`src/rtl/ceda_frame_ctrl_pkg.sv`:
```
// ceda_frame_ctrl_pkg: state encoding, pixel width and width helper shared by the
// CEDA frame controller and its pixel counter.
package ceda_frame_ctrl_pkg;
    localparam int CEDA_PIX_W = 8;
    typedef enum logic [2:0] {S_IDLE, S_WAIT_SOF, S_STREAM, S_FLUSH, S_DRAIN, S_DONE} state_t;
    function automatic int ceda_clog2(input int n);
        return (n < 2) ? 1 : $clog2(n);
    endfunction
endpackage

```
`src/rtl/ceda_px_counter.sv`:
```
// ceda_px_counter: column/row position of the current pixel within a frame, with
// first-pixel, end-of-line and end-of-frame decodes.
module ceda_px_counter
    import ceda_frame_ctrl_pkg::*;
#(
    parameter int IMG_WIDTH  = 1920,
    parameter int IMG_HEIGHT = 1080
) (
    input  logic clk,
    input  logic rst_n,
    input  logic i_en,
    input  logic i_clr,
    output logic o_first,
    output logic o_last_col,
    output logic o_last_pix
);
    localparam int CW = ceda_clog2(IMG_WIDTH);
    localparam int RW = ceda_clog2(IMG_HEIGHT);
    logic [CW-1:0] r_col;
    logic [RW-1:0] r_row;
    assign o_first    = r_col == '0 && r_row == '0;
    assign o_last_col = r_col == CW'(IMG_WIDTH - 1);
    assign o_last_pix = o_last_col && r_row == RW'(IMG_HEIGHT - 1);
    always_ff @(posedge clk or negedge rst_n) begin
        if (!rst_n) begin
            r_col <= '0;
            r_row <= '0;
        end else if (i_clr) begin
            r_col <= '0;
            r_row <= '0;
        end else if (i_en) begin
            r_col <= o_last_col ? '0 : r_col + 1'b1;
            if (o_last_col) r_row <= o_last_pix ? '0 : r_row + 1'b1;
        end
    end
endmodule

```
`src/rtl/ceda_frame_ctrl.sv`:
```
// ceda_frame_ctrl: admits whole frames into the CEDA edge pipeline with regenerated
// framing, pads aborted frames, and tracks output lines to report done/timeout.
module ceda_frame_ctrl
    import ceda_frame_ctrl_pkg::*;
#(
    parameter int IMG_WIDTH  = 1920,
    parameter int IMG_HEIGHT = 1080,
    parameter int TO_W       = 24
) (
    input  logic                  clk,
    input  logic                  rst_n,
    input  logic                  cfg_start,
    input  logic                  cfg_continuous,
    input  logic                  cfg_abort,
    input  logic [CEDA_PIX_W-1:0] s_tdata,
    input  logic                  s_tvalid,
    output logic                  s_tready,
    input  logic                  s_tlast,
    input  logic                  s_tuser,
    output logic [CEDA_PIX_W-1:0] p_tdata,
    output logic                  p_tvalid,
    input  logic                  p_tready,
    output logic                  p_tlast,
    output logic                  p_tuser,
    input  logic                  o_tvalid,
    input  logic                  o_tready,
    input  logic                  o_tlast,
    output logic                  sts_busy,
    output logic                  sts_done,
    output logic                  sts_aborted,
    output logic                  sts_err_eol,
    output logic                  sts_err_sof,
    output logic                  sts_timeout,
    output logic [15:0]           sts_frame_cnt,
    output logic [15:0]           sts_drop_cnt
);
    localparam int OW = ceda_clog2(IMG_HEIGHT + 1);
    state_t r_state, w_next;
    logic [OW-1:0] r_ocnt;
    logic [TO_W-1:0] r_idle;
    logic w_first, w_last_col, w_last_pix, w_fwd, w_p_hs, w_s_hs, w_admit, w_rearm, w_drop;
    logic w_o_hs, w_lines_in, w_to;
    assign w_fwd      = r_state == S_STREAM || r_state == S_FLUSH;
    assign w_admit    = r_state == S_IDLE && cfg_start && !cfg_abort;
    assign w_rearm    = r_state == S_DONE && cfg_continuous && !cfg_abort;
    assign w_drop     = r_state == S_WAIT_SOF && s_tvalid && !s_tuser;
    assign w_o_hs     = o_tvalid && o_tready;
    assign w_lines_in = r_ocnt >= OW'(IMG_HEIGHT);
    assign w_to       = r_state == S_DRAIN && !w_lines_in && &r_idle;
    // The SOF beat is held off in WAIT_SOF so it is consumed as pixel 0 in STREAM.
    assign s_tready = (r_state == S_WAIT_SOF && !s_tuser) || (r_state == S_STREAM && p_tready);
    assign p_tvalid = r_state == S_FLUSH || (r_state == S_STREAM && s_tvalid);
    assign p_tdata  = r_state == S_STREAM ? s_tdata : '0;
    assign p_tuser  = w_fwd && w_first;
    assign p_tlast  = w_fwd && w_last_col;
    assign w_p_hs   = w_fwd && p_tvalid && p_tready;
    assign w_s_hs   = r_state == S_STREAM && w_p_hs;
    assign sts_busy = r_state != S_IDLE;
    assign sts_done = r_state == S_DONE;
    ceda_px_counter #(.IMG_WIDTH(IMG_WIDTH), .IMG_HEIGHT(IMG_HEIGHT)) u_px_counter (
        .clk       (clk),
        .rst_n     (rst_n),
        .i_en      (w_p_hs),
        .i_clr     (r_state == S_IDLE || r_state == S_DONE),
        .o_first   (w_first),
        .o_last_col(w_last_col),
        .o_last_pix(w_last_pix)
    );
    always_comb begin
        w_next = r_state;
        case (r_state)
            S_IDLE:     w_next = w_admit ? S_WAIT_SOF : S_IDLE;
            S_WAIT_SOF: w_next = cfg_abort ? S_IDLE : (s_tvalid && s_tuser) ? S_STREAM : S_WAIT_SOF;
            S_STREAM:   w_next = (w_p_hs && w_last_pix) ? S_DRAIN : cfg_abort ? S_FLUSH : S_STREAM;
            S_FLUSH:    w_next = (w_p_hs && w_last_pix) ? S_DRAIN : S_FLUSH;
            S_DRAIN:    w_next = (w_lines_in || w_to) ? S_DONE : S_DRAIN;
            S_DONE:     w_next = w_rearm ? S_WAIT_SOF : S_IDLE;
            default:    w_next = S_IDLE;
        endcase
    end
    always_ff @(posedge clk or negedge rst_n) begin
        if (!rst_n) begin
            r_state       <= S_IDLE;
            r_ocnt        <= '0;
            r_idle        <= '0;
            sts_aborted   <= 1'b0;
            sts_err_eol   <= 1'b0;
            sts_err_sof   <= 1'b0;
            sts_timeout   <= 1'b0;
            sts_frame_cnt <= '0;
            sts_drop_cnt  <= '0;
        end else begin
            r_state <= w_next;
            r_ocnt  <= (r_state == S_IDLE || r_state == S_DONE) ? '0 : r_ocnt + OW'(w_o_hs && o_tlast);
            r_idle  <= (r_state != S_DRAIN || w_o_hs) ? '0 : r_idle + 1'b1;
            if (w_admit) begin
                sts_aborted <= 1'b0;
                sts_err_eol <= 1'b0;
                sts_err_sof <= 1'b0;
                sts_timeout <= 1'b0;
            end else begin
                if (w_rearm) sts_aborted <= 1'b0;
                if (r_state == S_STREAM && w_next == S_FLUSH) sts_aborted <= 1'b1;
                if (w_s_hs && s_tlast != w_last_col) sts_err_eol <= 1'b1;
                if (w_s_hs && s_tuser && !w_first) sts_err_sof <= 1'b1;
                if (w_to) sts_timeout <= 1'b1;
            end
            if (r_state == S_DONE) sts_frame_cnt <= sts_frame_cnt + 1'b1;
            if (w_drop && !(&sts_drop_cnt)) sts_drop_cnt <= sts_drop_cnt + 1'b1;
        end
    end
endmodule

```
`config.mk`:
```
export PLATFORM = sky130hd
export DESIGN_NAME = ceda_frame_ctrl
export DESIGN_NICKNAME = d
export VERILOG_FILES = /design/src/rtl/ceda_frame_ctrl_pkg.sv /design/src/rtl/ceda_px_counter.sv /design/src/rtl/ceda_frame_ctrl.sv
export SDC_FILE = /design/constraint.sdc
export NUM_CORES = 1
export LEC_CHECK = 0
export CELL_PAD_IN_SITES_DETAIL_PLACEMENT = 1
export CELL_PAD_IN_SITES_GLOBAL_PLACEMENT = 2
export CORE_ASPECT_RATIO = 0.5
export CORE_MARGIN = 10
export CORE_UTILIZATION = 35
export CTS_CLUSTER_DIAMETER = 30
export DETAILED_ROUTE_END_ITERATION = 6
export PLACE_DENSITY = 0.84
export SLEW_MARGIN = 0
export SYNTH_ARGS = -nofsm -noshare
export SYNTH_HDL_FRONTEND = slang
export SYNTH_HIERARCHICAL = 1
export SYNTH_SLANG_ARGS = --single-unit
```
`constraint.sdc`:
```
create_clock -name clk -period 3 [get_ports clk]
set_clock_uncertainty 0.15 [all_clocks]
set_input_delay 0.45 -clock clk [delete_from_list [all_inputs] [get_ports clk]]
set_output_delay 0.45 -clock clk [all_outputs]
set_load 0.005 [all_outputs]
```
Yosys cells after proc, flatten, opt, wreduce, memory -nomap -nowiden

Index checks and enable logic that the tools add are counted.
W data, S select, Z words.

Input bits: 20
Register bits after elaboration: 96
Output and inout bits: 50

$add $sub $neg: 6
Multiplexer cells: 28
Equality and inequality tests: 10
Reduce and logical (&&, ||, !) cells: 51
Order comparisons: 1

Operators by type and width:

| cell                    | count |
|---|---|
| $mux W11                | 8 |
| $add A16 B1 Y16 const B | 2 |
| $logic_and A1 B1 Y1     | 27 |
| $add A24 B1 Y24 const B | 1 |
| $mux W24                | 1 |
| $reduce_and A24 Y1      | 1 |
| $add A11 B1 Y11 const B | 2 |
| $eq A11 B11 Y1 const B  | 2 |
| $logic_not A11 Y1       | 2 |
| $pmux W3 S6             | 1 |
| $reduce_and A16 Y1      | 1 |
| $mux W1                 | 13 |
| $add A11 B1 Y11         | 1 |
| $ge A11 B11 Y1 const B  | 1 |
| $reduce_bool A2 Y1      | 5 |
| $eq A3 B2 Y1 const B    | 3 |
| $mux W8                 | 1 |
| $eq A3 B3 Y1 const B    | 2 |
| $logic_or A1 B1 Y1      | 6 |
| $mux W3                 | 2 |
| $reduce_bool A3 Y1      | 2 |
| $logic_not A1 Y1        | 5 |
| $mux W2                 | 2 |
| $eq A3 B1 Y1 const B    | 1 |
| 4 further kinds         | 4 |

Logic depth before layout (Yosys ltp)

Word-level depth: 12
Depth in mapped cells: 10
Mapped depth without buffers: 8

Modules after synthesis

Netlist, hierarchy kept.

By module, submodules not included:

| module          | times used | area each (µm²) | cells each | sequential area each (µm²) |
|---|---|---|---|---|
| ceda_frame_ctrl | 1          | 3731.1          | 377        | 1851.8 |
| ceda_px_counter | 1          | 1405.1          | 152        | 550.5 |

Least setup slack after synthesis

No wires, ideal clock.

Kind: register to register
Start: register r_state[0]
End: register u_px_counter.r_col[5]
Arrival time: 2.303 ns
Path buffers: 3
Required time: 2.773 ns
Clock period less this slack: 2.531 ns
Cell stages (with the launch flop): 10
Setup slack: 0.469 ns
Cells stage by stage: dfrtp_1 clkbuf_1 or3_1 o21ai_1 clkbuf_1 clkbuf_8 nor2_1 nand3b_1 or3_1 a21oi_1

Longest elaborated chain between the ends: 6
Elaborated cells between the ends (all ways): 12
Classes of those cells: 3 x eq/ne; 1 x mux; 8 x reduce/logical

RTL lines:

| item                              | RTL line                                     | text |
|---|---|---|
| from (decl)                       | ceda_frame_ctrl.sv:38                        | `state_t r_state, w_next;` |
| from (signal assigned)            | ceda_frame_ctrl.sv:93                        | `r_state <= w_next;` |
| $eq A3 B2 Y1                      | ceda_frame_ctrl.sv:43, ceda_frame_ctrl.sv:52 |  |
| $logic_and A1 B1 Y1               | ceda_frame_ctrl.sv:52                        | `assign p_tvalid = r_state == S_FLUSH \|\| (r_state == S_STREAM && s_tvalid);` |
| $logic_or A1 B1 Y1                | ceda_frame_ctrl.sv:52                        |  |
| $logic_and A1 B1 Y1 (2 in series) | ceda_frame_ctrl.sv:56                        | `assign w_p_hs = w_fwd && p_tvalid && p_tready;` |
| $reduce_bool A2 Y1 (no line)      | --                                           |  |
| to (signal assigned)              | ceda_px_counter.sv:32                        | `r_col <= o_last_col ? '0 : r_col + 1'b1;` |
| to (decl)                         | ceda_px_counter.sv:19                        | `logic [CW-1:0] r_col;` |

Parallel ways exist; a longest one is shown, timed or not.
A chain may end at the register's enable or synchronous reset.

Worst setup path after layout

Start: register u_px_counter.r_col[0]
End: output port p_tlast

Longest elaborated chain between the ends: 2

RTL lines:

| item                | RTL line              | text |
|---|---|---|
| $eq A11 B11 Y1      | ceda_px_counter.sv:22 | `assign o_last_col = r_col == CW'(IMG_WIDTH - 1);` |
| via w_last_col      | ceda_frame_ctrl.sv:41 | `logic w_first, w_last_col, w_last_pix, w_fwd, w_p_hs, w_s_hs, w_admit, w_rearm, w_drop;` |
| $logic_and A1 B1 Y1 | ceda_frame_ctrl.sv:55 | `assign p_tlast = w_fwd && w_last_col;` |
| to (decl)           | ceda_frame_ctrl.sv:23 | `output logic p_tlast,` |

The timed path passes the listed nets, and every way through them passes these cells.

==> key figures <==
Run status
  – Outcome: finished, final reports clean

Logic synthesis
  – Area contributors post-synth: dfrtp_1 47%, xnor2_1 5.3%, nor2_1 3.9%, xor2_1 3.9%, nand2_1 3.6%
  – Compound-Gate Fraction of Synth Area: 9.67%
  – Synth unique cells: 59
  – Leading cell type by number of instances after synthesis: dfrtp_1
  – Synth area leader: dfrtp_1
  – Syn. warnings: 6
  – Fraction of registers with async set or reset after synthesis: 100%
  – Seq/Total Area, Yosys: 46.8%
  – Avg Inst Size Synth: 9.71 um2
  – Post-synthesis simple-gate area fraction: 27.1%
  – Syn_nets: 558
  – Post-synth top area share: 46.8%
  – Commonest cells in the netlist: 96 x dfrtp_1, 54 x nor2_1, 49 x nand2_1
  – Post-Synth XOR/XNOR Area: 9.21%
  – Mux share of post-synthesis cell area: 1.24%
  – EDFF count, synth: 0
  – Adder-cell share of the synthesized area: 2.19%
  – Cell count after synthesis: 529
  – Mapped Area: 5140 um2
  – Synth Register Bits: 96
  – Most used DFF post-synth: dfrtp_1
  – Largest family of logic cells by synthesized area: simple AND/OR/NAND/NOR gates

Timing
  – Fin. Hold Viols: 0
  – Fmax: 352 MHz
  – Final Critical Period: 2840 ps
  – Post-route clock period utilization: 94.6%
  – Final worst setup slack: 162 ps
  – Worst slew pin tran: 779 ps
  – # setup viols final: 0
  – Setup TNS Final: 0 ps
  – Max_slew headroom: 47.9%
  – Max Slew Vio Count: 0
  – RSZ-0062 raised after global routing: no

Worst setup path
  – Max incr delay on CP: 510 ps
  – Reg2Reg Depth: 6
  – Crit Path Category: reg -> out
  – Crit path cell chain: ha_1, and4_1, nand3_4, inv_1, and2_1, clkdlybuf4s50_1
  – Startpoint types: flip-flop
  – Crit-path max FO: 6
  – Worst reg2reg setup slack: 550 ps
  – CP Capture Type: output port
  – Slowest library cell on the worst path: clkdlybuf4s50_1
  – Worst path required time: 2400 ps
  – Worst EP arrival: 2240 ps

Global routing
  – Initial antenna violation count: 0
  – Gr usage total: 13.3%
  – Largest net degree at the start of global routing: 66
  – Vias in the first global route: 4304
  – First-pass GRT wire length: 22400 um
  – Overflow after GRT: 0

Clocking
  – Worst-skew pair later-pin latency: 340 ps
  – Clock sinks: 96
  – Clock slew at reported path FFs: 80 ps
  – CTS Buf Count: 9
  – Root buf cell: clkbuf_16
  – TritonCTS clock tree: yes
  – Htree depth: 3
  – Clock buffer depth: 2

Finish
  – ANT cells: 0
  – Filler Cell Count: 1655
  – Nets: 631
  – Area of the multi-input gates: 2550 um2
  – Layout cell share with drive strength beyond 1: 6.75%
  – Sequential cell area: 2400 um2
  – Synthesis-to-finish area growth: 23.4%

Min path
  – Hold Crit Class: reg -> reg
  – Hold path cells: 1

Floorplan
  – Core footprint: 14400 um2
  – Initial Utilization: 35.6%
  – Die height: 106 um
  – Chip width: 191 um
  – Die ar.: 20200 um2
  – Row cnt: 31
  – # IOs: 70

Drt
  – First-pass DRT Iterations: 4
  – DR DRC count: 0
  – Via total after detailed routing: 4207
  – Vias/cell: 5.23
  – Drt wl/cell: 16.6 um
  – 1st-iter DRT viols: 179
  – Final WL: 13300 um
  – Remaining antenna violation count: 0

Placed design
  – I/O Buffers: 69
  – Post-DP HPWL: 9820 um
  – Worst slack, placed: 446 ps
  – GP Congestion: 0.788

Power
  – Pwr Total: 3.48 mW
  – PwrDens: 548 nW/um2
  – Lkg Pwr: 2.56 nW
  – Peak VDD IR: 0.254 mV

Flow run
  – MaxCap Viol Count: 0
## timing repair
item | in CTS | in global routing
hold buffers | 1 | 0
buffers inserted | 0 | 0
resized for setup | 0 | 2
endpoints found under the hold margin | 31 | 0
setup endpoints to repair | 0 | 1
## kinds of logic after synthesis
group / Yosys count
adder cells (fa/ha/maj): 9
multiplexers: 6
AND/OR/NAND/NOR: 254
flip-flops: 96
AO/OA/AOI/OAI: 75
buffers and inverters: 35
XOR/XNOR: 54
## path summary, 6_finish.rpt
| kind | from | endpoint |
|---|---|---|
| worst max-delay path | u_px_counter/r_col[0] | p_tlast |
| max in group asynchronous | rst_n | sts_frame_cnt[0] |
| worst min-delay path | sts_frame_cnt[12] | sts_frame_cnt[12] |
| min in group asynchronous | rst_n | u_px_counter/r_col[2] |
| worst max register to register | r_state[0] | u_px_counter/r_row[4] |
| worst min register to register | sts_frame_cnt[12] | sts_frame_cnt[12] |
## power breakdown
group | leakage, nW | internal, mW | switching (mW) | total, mW
Sequential | 1.28 | 1.40 | 0.142 | 1.54
Combinational | 1.13 | 0.390 | 0.388 | 0.779
Clock | 0.148 | 0.608 | 0.548 | 1.16
Total | 2.56 | 2.40 | 1.08 | 3.48
## cells in the final DEF (no fill, tap or decap), types with 10 or more instances in the layout
master           netlist  layout
a21oi_1               18      18
and2_1                15      15
and4_1                10      10
clkdlybuf4s50_1        0      68
dfrtp_1               96      96
inv_1                 19      19
nand2_1               49      49
nand3_1               31      31
nand4_1               15      15
nor2_1                54      54
nor3_1                13      13
nor4_1                11      10
o21ai_0               20      20
xnor2_1               31      31
xor2_1                23      23
## per-stage QoR
stage                     std cells  area [um2]  utilization, %  hold slack [ps]
final                           805        6340            43.9              342
after global routing            805        6340            43.9              368
after CTS                       805        6330            43.8              351
after detailed placement        788        6020            41.7              278
after global placement          788        6020            41.7              278
after floorplan                 529        5140               -             4.41
## per-layer routing
metal	track usage (%)	vias to the layer above	wire length (um)
met1	16.7	2133	6170
met3	2.50	9	266
met5	0	-	0
met4	2.16	0	69
li1	-	2032	-
met2	23.6	33	6830
## registers in the layout (all words and copies together), names as in the netlist, 3 cells and up
register,flops
r_idle,24
sts_frame_cnt,16
sts_drop_cnt,16
u_px_counter/r_row,11
r_ocnt,11
r_state,3
u_px_counter/r_col,11
## critical path: cells and delay by family (launching register included)
family	cells	cell delay [ps]
adders and majority gates	1	230
buffers and inverters	2	610
DFF	1	410
and+or+nand+nor	3	660
## final cells by class
type	instances	area share (%)
Timing Repair Buffer	78	12.2
Clock buffer	10	3.77
Inverter	19	1.13
Sequential cell	96	37.9
Multi-Input combinational cell	398	40.2
Tap cell	198	3.91
Clock inverter	6	0.908
No activity file was read; power rests on OpenSTA's default activity.
==> variant 1 (config.mk and constraints unchanged) <==
Re-encode `state_t` (6 states) as one-hot, 6 bits wide.
--- a/src/rtl/ceda_frame_ctrl_pkg.sv
+++ b/src/rtl/ceda_frame_ctrl_pkg.sv
@@ -4,3 +4,3 @@
     localparam int CEDA_PIX_W = 8;
-    typedef enum logic [2:0] {S_IDLE, S_WAIT_SOF, S_STREAM, S_FLUSH, S_DRAIN, S_DONE} state_t;
+    typedef enum logic [5:0] {S_IDLE = 6'b000001, S_WAIT_SOF = 6'b000010, S_STREAM = 6'b000100, S_FLUSH = 6'b001000, S_DRAIN = 6'b010000, S_DONE = 6'b100000} state_t;
     function automatic int ceda_clog2(input int n);
Check against the original RTL: no difference found for any inputs over 10 cycles, from zero or initial values and one cycle with rst_n low; not proved beyond that.
==> variant 1 against the original RTL <==
Core utilization grew 0.72 points; final area grew 3.3%; sequential cell count grew 3; sequential share of layout area is essentially flat; total power shrank 16%; setup slack lost 0.058 ns; hold slack lost 0.018 ns; synthesized area grew 3.6%; wire length grew 7.3%; largest cell class unchanged.
==> variant 1: results (changes against the original RTL) <==
Parameter                              Value

Run status
  Outcome ... complete, no violations (unchanged)

Logic synthesis
  Synth top cells by count ... dfrtp_1 (98), nand2_1 (53), nor2_1 (53), nand3_1 (34), xnor2_1 (30) (was dfrtp_1 (96), nor2_1 (54), nand2_1 (49), nand3_1 (31), xnor2_1 (31))
  Dominant cells by area after synthesis ... dfrtp_1 (46%), xnor2_1 (4.9%), xor2_1 (4.8%) (was dfrtp_1 (47%), xnor2_1 (5.3%), nor2_1 (3.9%))
  Net count after synthesis ... 577 (was 558)
  Fraction of synthesis flops using an asynchronous set or reset pin ... 1.00 (unchanged)
  Count of unique library cells instantiated by Yosys ... 62 (was 59)
  Register area share after synthesis ... 0.466 (was 0.468)

Global route
  Global-route wire length before repair ... 24,000 µm (was 22,400 µm)
  Pin count of the biggest net entering global routing ... 49 (was 66)
  Global-route usage over all layers ... 0.138 (was 0.133)

Critical path
  Critical-path maximum fanout ... 10 (was 6)
  WP data arrival ... 2.30 ns (was 2.24 ns)
  Delay of the slowest cell on the worst path ... 0.61 ns (was 0.51 ns)
  Cell with the biggest individual delay on the critical path ... or4_1 (was clkdlybuf4s50_1)

Pwr
  Leakage power ... 2.72 nW (was 2.56 nW)
  Clock Power Share ... 0.381 (was 0.333)
  Clock network power consumption ... 1.12 mW (was 1.16 mW)
  Cell Int Power ... 2.12 mW (was 2.40 mW)
  Comb power ... 0.420 mW (was 0.779 mW)
  Max VDD drop ... 0.277 mV (was 0.254 mV)

Placement
  Placed instance area ... 6240 µm² (was 6020 µm²)
  Final weighted congestion in routability-driven placement ... 0.761 (was 0.788)
  Half-perimeter wire length after detailed placement ... 10,700 µm (was 9820 µm)

Final layout
  Proportion of layout cells with a drive suffix above 1 ... 0.0763 (was 0.0675)
  Net count of the finished layout ... 653 (was 631)

STA
  Headroom to the max-slew limit ... 0.534 (was 0.479)

Route
  Final routed wirelength across all metal layers ... 14,300 µm (was 13,300 µm)
  Vias ... 4,451 (was 4,207)
  Iteration-0 DRC Markers ... 283 (was 179)

Clock tree
  Cts repair resizes ... 1 (was 0)

Min path
  Hold crit path type ... reg -> reg (unchanged)
==> variant 1: stage by stage <==
stage | setup WS (ns) | cells | util
3_5_place_dp | 0.216 | 810 | 0.426
4_1_cts | 0.0189 | 827 | 0.446
5_1_grt | 0.000923 | 827 | 0.446
3_3_place_gp | 0.276 | 810 | 0.426
6_report | 0.103 | 827 | 0.446
2_1_floorplan | 0.490 | 548 | -
==> variant 1: routing by layer <==
metal | wire length, µm | vias up | GRT usage
li1 | - | 2144 | -
met5 | 0 | - | 0
met4 | 110 | 0 | 0.0300
met3 | 372 | 10 | 0.0317
met1 | 6570 | 2260 | 0.171
met2 | 7260 | 37 | 0.240
==> variant 1: path summary, 6_finish.rpt <==
check	startpoint	endpoint	slack (ns)	cells after the start
hold reg to reg	sts_frame_cnt[15]	sts_frame_cnt[15]	0.32	1
hold / removal	sts_frame_cnt[15]	sts_frame_cnt[15]	0.32	1
setup reg to reg	r_state[1]	u_px_counter/r_row[7]	0.35	7
setup / recovery	r_state[1]	p_tlast	0.10	5
max in group asynchronous	rst_n	sts_drop_cnt[13]	1.59	3
min in group asynchronous	rst_n	r_idle[12]	0.44	2
==> variant 1: kinds of logic after synthesis <==
logic type	Yosys count	synth area share
buffers and inverters	33	0.0339
flip-flops	99	0.466
AO/OA/AOI/OAI	71	0.0936
adder cells (fa/ha/maj)	9	0.0212
multiplexers	3	0.00588
AND/OR/NAND/NOR	274	0.283
XOR/XNOR	59	0.0971
==> variant 1: final cells by class <==
| cell class | instances | area (µm²) |
|---|---|---|
| Inverter | 15 | 56.3 |
| Fill cell | 1677 | 8120 |
| Timing Repair Buffer | 83 | 808 |
| Clock buffer | 11 | 243 |
| Multi-Input combinational cell | 416 | 2680 |
| Clock inverter | 5 | 37.5 |
| Sequential cell | 99 | 2480 |
| Tap cell | 198 | 248 |
==> variant 2 (config.mk and constraints unchanged) <==
Without the edit above. Set the package constant `CEDA_PIX_W` to 7 (it was 8).
--- a/src/rtl/ceda_frame_ctrl_pkg.sv
+++ b/src/rtl/ceda_frame_ctrl_pkg.sv
@@ -3,3 +3,3 @@
 package ceda_frame_ctrl_pkg;
-    localparam int CEDA_PIX_W = 8;
+    localparam int CEDA_PIX_W = 7;
     typedef enum logic [2:0] {S_IDLE, S_WAIT_SOF, S_STREAM, S_FLUSH, S_DRAIN, S_DONE} state_t;
Ports: changed (resized p_tdata and s_tdata); port bits go from 70 to 68. The function was not compared with the original's and may differ.
==> variant 2 against the original RTL <==
Critical endpoint unchanged; wire length up 0.89%; synthesized cell count down 1.3%; largest cell class unchanged; non-clock buffer count down 2; setup slack better by 0.023 ns; fmax up 0.81%; the run now ends with hold timing left; sequential cell count unchanged; total power up 2.8%; sequential share of layout area up 0.060 points; final area down 0.16%; first-iteration DRC count up 27%; synthesized area down 0.24%.
==> variant 2: results (changes against the original RTL) <==
Parameter                              Value

Run status
  Outcome ... finished with violations (was complete, no violations)
  Failing checks ... hold timing

Final layout
  Proportion of layout cells with a drive suffix above 1 ... 0.0688 (was 0.0675)
  Non-clock inverter instance count of the final layout ... 17 (was 19)
  NonClk Buf Share ... 0.118 (was 0.122)
  Fraction of area in clock buffers and inverters ... 0.0528 (was 0.0468)
  Count of plain and timing-repair buffers ... 76 (was 78)
  Clock Buffer Count ... 14 (was 10)
  Filler Cells Inserted ... 1,612 (was 1,655)
  Multi-input gate share of the layout cell area ... 0.400 (was 0.402)

Placement
  Placement Setup Slack ... 0.407 ns (was 0.446 ns)
  Placed instance area ... 5990 µm² (was 6020 µm²)

Logic synthesis
  Adder-cell area share of the yosys netlist ... 0.0220 (was 0.0219)
  Synth top cells by count ... dfrtp_1 (96), nor2_1 (52), nand2_1 (41), xor2_1 (33), nand3_1 (29) (was dfrtp_1 (96), nor2_1 (54), nand2_1 (49), nand3_1 (31), xnor2_1 (31))
  Dominant cells by area after synthesis ... dfrtp_1 (47%), xor2_1 (5.6%), xnor2_1 (4.3%) (was dfrtp_1 (47%), xnor2_1 (5.3%), nor2_1 (3.9%))
  Register area share after synthesis ... 0.469 (was 0.468)
  Count of unique library cells instantiated by Yosys ... 62 (was 59)
  Mux contribution to synthesized area ... 0.00830 (was 0.0124)
  Post-synthesis xor/xnor area fraction ... 0.0991 (was 0.0921)

Route
  Vias ... 4,131 (was 4,207)
  Final routed wirelength across all metal layers ... 13,500 µm (was 13,300 µm)

STA
  Worst Hold Margin ... -0.0208 ns (was 0.342 ns)
  Headroom to the max-slew limit ... 0.545 (was 0.479)
  Hold violation count in the final report ... 7 (was 0)

Pwr
  Fraction of power spent switching nets ... 0.279 (was 0.310)

Die
  Chip width ... 191 µm (about the same)

Global route
  Global-route wire length before repair ... 23,100 µm (was 22,400 µm)
  Number of global-route vias before repair ... 4,490 (was 4,304)
  Pin count of the biggest net entering global routing ... 52 (was 66)

Critical path
  R2r setup slk ... 0.62 ns (was 0.55 ns)
  WP data arrival ... 2.22 ns (was 2.24 ns)
  R2R Path Start ... r_state[2] (was r_state[0])
## variant 2: cell count changes after synthesis, moves of 3 or more
cell      unedited run  this run
a211oi_1             4         0
and3_1               7        11
nand2_1             49        41
nand3_2              3         0
nand4_1             15        23
xnor2_1             31        25
xor2_1              23        33
## variant 2: power groups by stage
stage               sequential (mW)  combinational (mW)  clock, mW
floorplan                      1.50               0.420          0
global placement               1.55               0.750          0
detailed placement             1.56               0.764          0
CTS                            1.53               0.772       1.32
global route                   1.55               0.842       1.37
finish                         1.53               0.751       1.29
## variant 2: metal layers
layer / global-route usage / wire length (µm)
met3: 0.0306 / 241
met4: 0.0371 / 151
met5: 0 / 0
met1: 0.165 / 6060
met2: 0.244 / 7000
## variant 2: what timing repair did
| action | 4_1_cts | 5_1_grt |
|---|---|---|
| endpoints found under the setup margin | 0 | 1 |
| resized for setup | 0 | 2 |
| hold buffers | 0 | 0 |
